==> src/rtl/div_pkg.sv <==
// Shared definitions for the sequential restoring divider.
// State codes are plain localparams so older tools and netlists can read them.
package div_pkg;

  localparam int DIV_W = 16;

  localparam logic [1:0] IDLE = 2'd0;
  localparam logic [1:0] RUN  = 2'd1;
  localparam logic [1:0] DONE = 2'd2;

  // Step counter width for a given operand width (one step per quotient bit).
  function automatic int cnt_width(input int width);
    return (width <= 2) ? 1 : $clog2(width);
  endfunction

endpackage

==> src/rtl/seq_divider16_div_step.sv <==
// One restoring-division step: shift {R,Q} left, trial-subtract the divisor,
// keep the difference when it is non-negative, otherwise restore.
// The subtraction is an add of the inverted divisor with carry-in 1, the same
// form the shared adder/subtractor uses.
module div_step
  import div_pkg::*;
#(
  parameter int WIDTH = DIV_W
) (
  input  logic [WIDTH:0]   r,
  input  logic [WIDTH-1:0] q,
  input  logic [WIDTH-1:0] divisor,
  output logic [WIDTH:0]   r_next,
  output logic [WIDTH-1:0] q_next
);

  logic [WIDTH+1:0] shifted;
  logic [WIDTH+1:0] trial;
  logic             fits;

  // Shift in the next dividend bit, subtract, and choose keep or restore.
  always_comb begin
    shifted = {r, q[WIDTH-1]};
    trial   = shifted + ~{2'b00, divisor} + {{(WIDTH+1){1'b0}}, 1'b1};
    // R stays below the divisor, so the shifted value never reaches the
    // top bit and the difference sign is a clean "fits" flag.
    fits    = ~trial[WIDTH+1];
    r_next  = fits ? trial[WIDTH:0] : shifted[WIDTH:0];
    q_next  = {q[WIDTH-2:0], fits};
  end

endmodule

==> src/rtl/seq_divider16.sv <==
// Multi-cycle restoring divider, one quotient bit per clock.
// Optional build macro DIV_SIGNED_EN adds a signed_op input for two's
// complement division (magnitudes divided, signs fixed up on the way out).
//
// state | meaning
// IDLE  | waiting for start; results held
// RUN   | one shift/subtract step per clock, WIDTH steps
// DONE  | publish results (sign fix-up), pulse done on the exit edge
module seq_divider16
  import div_pkg::*;
#(
  parameter int WIDTH = DIV_W
) (
  input  logic             clk,
  input  logic             rst_n,
  input  logic             start,
  input  logic [WIDTH-1:0] dividend,
  input  logic [WIDTH-1:0] divisor,
`ifdef DIV_SIGNED_EN
  input  logic             signed_op,
`endif
  output logic             busy,
  output logic             done,
  output logic [WIDTH-1:0] quotient,
  output logic [WIDTH-1:0] remainder,
  output logic             div_by_zero,
  output logic             validity
);

  localparam int                CNT_W = cnt_width(WIDTH);
  localparam logic [CNT_W-1:0]  LAST  = CNT_W'(WIDTH - 1);

  logic [1:0]       state;
  logic [CNT_W-1:0] count;
  logic [WIDTH:0]   r;
  logic [WIDTH-1:0] q;
  logic [WIDTH-1:0] dvsr;
  logic             dz;
  logic             ovf;
  logic             neg_q;
  logic             neg_r;

  logic [WIDTH:0]   r_next;
  logic [WIDTH-1:0] q_next;
  logic [WIDTH-1:0] mag_dvd;
  logic [WIDTH-1:0] mag_dvs;
  logic             neg_q_in;
  logic             neg_r_in;
  logic             ovf_in;
  logic [WIDTH-1:0] res_q;
  logic [WIDTH-1:0] res_r;
  logic             accept;

  // Busy covers the done cycle too, so a start coincident with done is dropped.
  assign busy   = (state != IDLE) || done;
  assign accept = start && !busy;

`ifdef DIV_SIGNED_EN
  // Convert operands to magnitudes and remember the result signs.
  always_comb begin
    neg_r_in = signed_op & dividend[WIDTH-1];
    neg_q_in = signed_op & (dividend[WIDTH-1] ^ divisor[WIDTH-1]);
    mag_dvd  = neg_r_in ? (~dividend + 1'b1) : dividend;
    mag_dvs  = (signed_op & divisor[WIDTH-1]) ? (~divisor + 1'b1) : divisor;
    ovf_in   = signed_op && (dividend == {1'b1, {(WIDTH-1){1'b0}}})
               && (divisor == {WIDTH{1'b1}});
  end
`else
  assign neg_r_in = 1'b0;
  assign neg_q_in = 1'b0;
  assign mag_dvd  = dividend;
  assign mag_dvs  = divisor;
  assign ovf_in   = 1'b0;
`endif

  div_step #(.WIDTH(WIDTH)) u_step (
    .r       (r),
    .q       (q),
    .divisor (dvsr),
    .r_next  (r_next),
    .q_next  (q_next)
  );

  // Final result values: sign fix-up, or the divide-by-zero convention where
  // q still holds the raw dividend.
  always_comb begin
    res_q = neg_q ? (~q + 1'b1) : q;
    res_r = neg_r ? (~r[WIDTH-1:0] + 1'b1) : r[WIDTH-1:0];
    if (dz) begin
      res_q = {WIDTH{1'b1}};
      res_r = q;
    end
  end

  // FSM and step counter.
  always_ff @(posedge clk) begin
    if (!rst_n) begin
      state <= IDLE;
      count <= '0;
    end else begin
      case (state)
        IDLE: begin
          if (accept) begin
            count <= '0;
            state <= (divisor == '0) ? DONE : RUN;
          end
        end
        RUN: begin
          count <= count + 1'b1;
          if (count == LAST) state <= DONE;
        end
        DONE:    state <= IDLE;
        default: state <= IDLE;
      endcase
    end
  end

  // Working registers: operand capture on accept, one step per RUN cycle.
  always_ff @(posedge clk) begin
    if (!rst_n) begin
      r     <= '0;
      q     <= '0;
      dvsr  <= '0;
      dz    <= 1'b0;
      ovf   <= 1'b0;
      neg_q <= 1'b0;
      neg_r <= 1'b0;
    end else if (state == IDLE && accept) begin
      r     <= '0;
      q     <= (divisor == '0) ? dividend : mag_dvd;
      dvsr  <= mag_dvs;
      dz    <= (divisor == '0);
      ovf   <= ovf_in;
      neg_q <= neg_q_in;
      neg_r <= neg_r_in;
    end else if (state == RUN) begin
      r <= r_next;
      q <= q_next;
    end
  end

  // Result registers and done pulse, updated only when leaving DONE.
  always_ff @(posedge clk) begin
    if (!rst_n) begin
      done        <= 1'b0;
      quotient    <= '0;
      remainder   <= '0;
      div_by_zero <= 1'b0;
      validity    <= 1'b1;
    end else begin
      done <= 1'b0;
      if (state == DONE) begin
        done        <= 1'b1;
        quotient    <= res_q;
        remainder   <= res_r;
        div_by_zero <= dz;
        validity    <= ~(dz | ovf);
      end
    end
  end

endmodule

==> config.mk <==
export PLATFORM = sky130hd
export DESIGN_NAME = seq_divider16
export DESIGN_NICKNAME = d
export VERILOG_FILES = /design/src/rtl/div_pkg.sv /design/src/rtl/seq_divider16_div_step.sv /design/src/rtl/seq_divider16.sv
export SDC_FILE = /design/constraint.sdc
export NUM_CORES = 1
export LEC_CHECK = 0
export CAP_MARGIN = 20
export CORE_MARGIN = 4
export CORE_UTILIZATION = 35
export CTS_CLUSTER_SIZE = 10
export DETAILED_ROUTE_END_ITERATION = 8
export DONT_BUFFER_PORTS = 1
export SLEW_MARGIN = 5
export SYNTH_ARGS = -nofsm -noshare
export SYNTH_HDL_FRONTEND = slang
export SYNTH_SLANG_ARGS = --single-unit
==> constraint.sdc <==
create_clock -name clk -period 6.9 [get_ports clk]
set_input_delay 1.38 -clock clk [delete_from_list [all_inputs] [get_ports clk]]
set_output_delay 1.38 -clock clk [all_outputs]
set_load 0.01 [all_outputs]
==> results_dict.tcl <==
set metrics [dict create \
    core_sq_um 12800 \
    hold_viol 0 \
    max_slew_margin_pct 50.8 \
    cap_violations 0 \
    antenna_cells 0 \
    dr.pass1.iters 6 \
    antenna_found_initial 0 \
    io-pin-count 71 \
    postRouteWirelength_microns 12100 \
    fin_ws_ns 3.98 \
    p_per_area_nw_per_um2 295 \
    endpoint_kind "flop" \
    hold_path_end "dvsr[9]$_SDFFE_PN0P_" \
    cp-start-kind "flop" \
    via_count 3808 \
    rr_endpoint "r[15]$_SDFFE_PP0P_" \
    cts_buffers 9 \
    grt_setup_unrepaired "no" \
    setup_viol 0 \
    synth-seq-area-share_pct 39.0 \
    fp.dieW_microns 124 \
    cts_root_buf "clkbuf_16" \
    tritoncts "done" \
    die-height_microns 124 \
    rows 41 \
    grt_pass1_wl_microns 19100 \
    clock_sinks 91 \
    post_cts.repair.setup_buffers 0 \
    synth_area_per_cell_sq_um 8.59 \
    synthDistinctLibCells 50 \
    slowest_stage "or4_1" \
    min_period_ns 2.92 \
    fin_crit_sh_pct 42.3 \
    grt_max_degree 77 \
    reg2reg_depth 9 \
    critPathMaxStageDelay_ns 0.65 \
    synthArstFlopShare_pct 0 \
    drc 0 \
    htree_levels 3 \
    mostFrequentLayoutCells "91 x dfxtp_1, 59 x nand2_1, 36 x nor2_1" \
    path_max_fanout 23 \
    netlist_area_sq_um 4670 \
    first_global_vias 3711 \
    grt.total_usage_pct 16.0 \
    ant_nets 0 \
    drt_iter0_drc 455 \
    fmax_mhz 343 \
    avgViaCountPerCell 5.49 \
    fin_tns_setup_ns 0 \
    place_hpwl_microns 8680 \
    postSynthCellCount 544 \
    start_util_pct 36.4 \
    place_area_sq_um 4760 \
    wl_per_cell_microns 17.5 \
    dieArea_sq_um 15300 \
    cts_resized 0 \
    drive_above_1_share_pct 4.61 \
    clockBufferDepth 2 \
    fin_area_sq_um 5060 \
    drv_slew 0 \
    vdd_drop_max_mv 0.122 \
    fin_util_pct 39.5 \
    skew_ns 0.00743 \
    arrival_ns 3.19 \
    pre_cts_slack_ns 3.87 \
    power_mw 1.49 \
    fillerInstances 1298 \
    synthFlopType "dfxtp_1" \
    power_leakage_nw 2.06 \
    cts.reportedPaths.clkPinSlew_ns 0.07 \
    holdBufCountCts 0 \
    hold_start "dvsr[9]$_SDFFE_PN0P_" \
    holdCritPathClass "reg2reg" \
    final_common_cell "dfxtp_1" \
    critPathKind "reg2reg" \
    required_ns 7.17 \
    gp_congestion 0.800 \
    syn_nets 597 \
    io_buffers 0 \
    worstReg2RegStart "dvsr[14]$_SDFFE_PN0P_" \
    synth_edf_count 0 \
    holdPathStages 2 \
    grt.overflow.total 0 \
    worstMarginPinSlew_ns 0.736 \
    ff2ff_setup_slack_ns 3.98 \
    synth_warnings 0 \
    crit_path_cell_trace "inv_1 > ha_1 > a21oi_1 > o21ai_1 > mux2_2 > a41oi_2 > nand3_2 > or4_1 > nand3_1" \
    nNetsFinal 572 \
    clkLatencyLatePin_ns 0.34 \
    status "finished clean" \
    syn_to_final_growth_pct 8.36 \
    ys_seq_elements 91 \
]
final cells by class:
cell class	count	area, sq um	area share, %
multi-input combinational	392	2620	51.8
sequential	91	1820	36.0
clock buffer	10	229	4.52
tap	172	215	4.25
inverter	20	75.1	1.48
timing repair buffer	5	57.6	1.14
clock inverter	3	42.5	0.841
sequential cells by signal, summed over array words and instances, names as in the netlist, 2 cells and up:
signal / flops
state: 2
q: 16
r: 17
remainder: 16
dvsr: 16
quotient: 16
count: 4
synth_stat cells, types with 2 or more instances:
master    instances  share of area, %
clkbuf_1         36               2.9
a211oi_1          5              0.80
nor4_1            5              0.67
a21o_1            8               1.3
nand2b_1          9               1.2
or3_1             2              0.27
a222oi_1         15               3.2
nand4_1           6              0.80
dfxtp_1          91                39
buf_1             2              0.16
inv_1            20               1.6
nand2_1          59               4.7
buf_2             2              0.21
nor3b_1          17               2.7
o21a_1            4              0.64
and2_1            5              0.67
a31oi_1           3              0.40
o211ai_1          4              0.64
xnor2_1           7               1.3
nor2_1           36               2.9
a21boi_1         16               2.6
o211a_1          16               3.4
nand3_1          11               1.2
o21ai_1           3              0.32
mux2_2            2              0.48
mux2i_1          26               5.6
o21ai_0          19               2.0
a22oi_1           3              0.48
xor2_1            6               1.1
a21oi_1          27               2.9
or4_1             3              0.48
nor3_1           18               1.9
ha_1             17               4.6
nor2b_1          25               3.3
where the power goes:
group / switching (mW) / internal (mW) / total, mW
Combinational: 0.238 / 0.174 / 0.411
Clock: 0.198 / 0.274 / 0.472
Sequential: 0.0457 / 0.565 / 0.611
Total: 0.482 / 1.01 / 1.49
per-stage QoR:
stage / instances / hold slack [ns]
6_report: 693 / 0.454
5_1_grt: 693 / 0.477
4_1_cts: 692 / 0.458
3_5_place_dp: 679 / 0.449
3_3_place_gp: 679 / 0.444
2_1_floorplan: 544 / 0.435
critical path, delay by kind of cell, from the launching register on:
family	cells	cell delay (ns)
flip-flops	1	0.32
buffers and inverters	1	0.05
multiplexers	1	0.37
AO/OA/AOI/OAI	3	0.51
adder cells (fa/ha/maj)	1	0.39
AND/OR/NAND/NOR	3	1.21
kinds of logic after synthesis:
kind of cell    count (synthesis)  synth area share [%]
compound gates                132                  20.6
xor+xnor                       13                  2.44
fa+ha+maj                      18                  4.98
buf+inv                        61                  5.12
flops                          91                  39.0
mux                            28                  6.05
simple gates                  201                  21.8
worst max path at each step:
stage                               endpoint             startpoint
final                     r[15]$_SDFFE_PP0P_  dvsr[14]$_SDFFE_PN0P_
after global routing      r[15]$_SDFFE_PP0P_  dvsr[14]$_SDFFE_PN0P_
after CTS                 r[15]$_SDFFE_PP0P_  dvsr[14]$_SDFFE_PN0P_
after detailed placement  r[14]$_SDFFE_PP0P_                  start
after global placement    r[14]$_SDFFE_PP0P_                  start
after floorplan           r[15]$_SDFFE_PP0P_                  start
metal layers:
| layer | share of wire [%] | GRT usage [%] | vias to the layer above | routed length [microns] |
|---|---|---|---|---|
| met3 | 6.3 | 4.80 | 14 | 764 |
| met1 | 44 | 20.4 | 1794 | 5320 |
| met5 | 0 | 0 | - | 0 |
| met2 | 48 | 26.0 | 95 | 5800 |
| met4 | 1.8 | 5.19 | 0 | 220 |
| li1 | - | - | 1905 | - |
No activity file was read; power rests on OpenSTA's default activity.
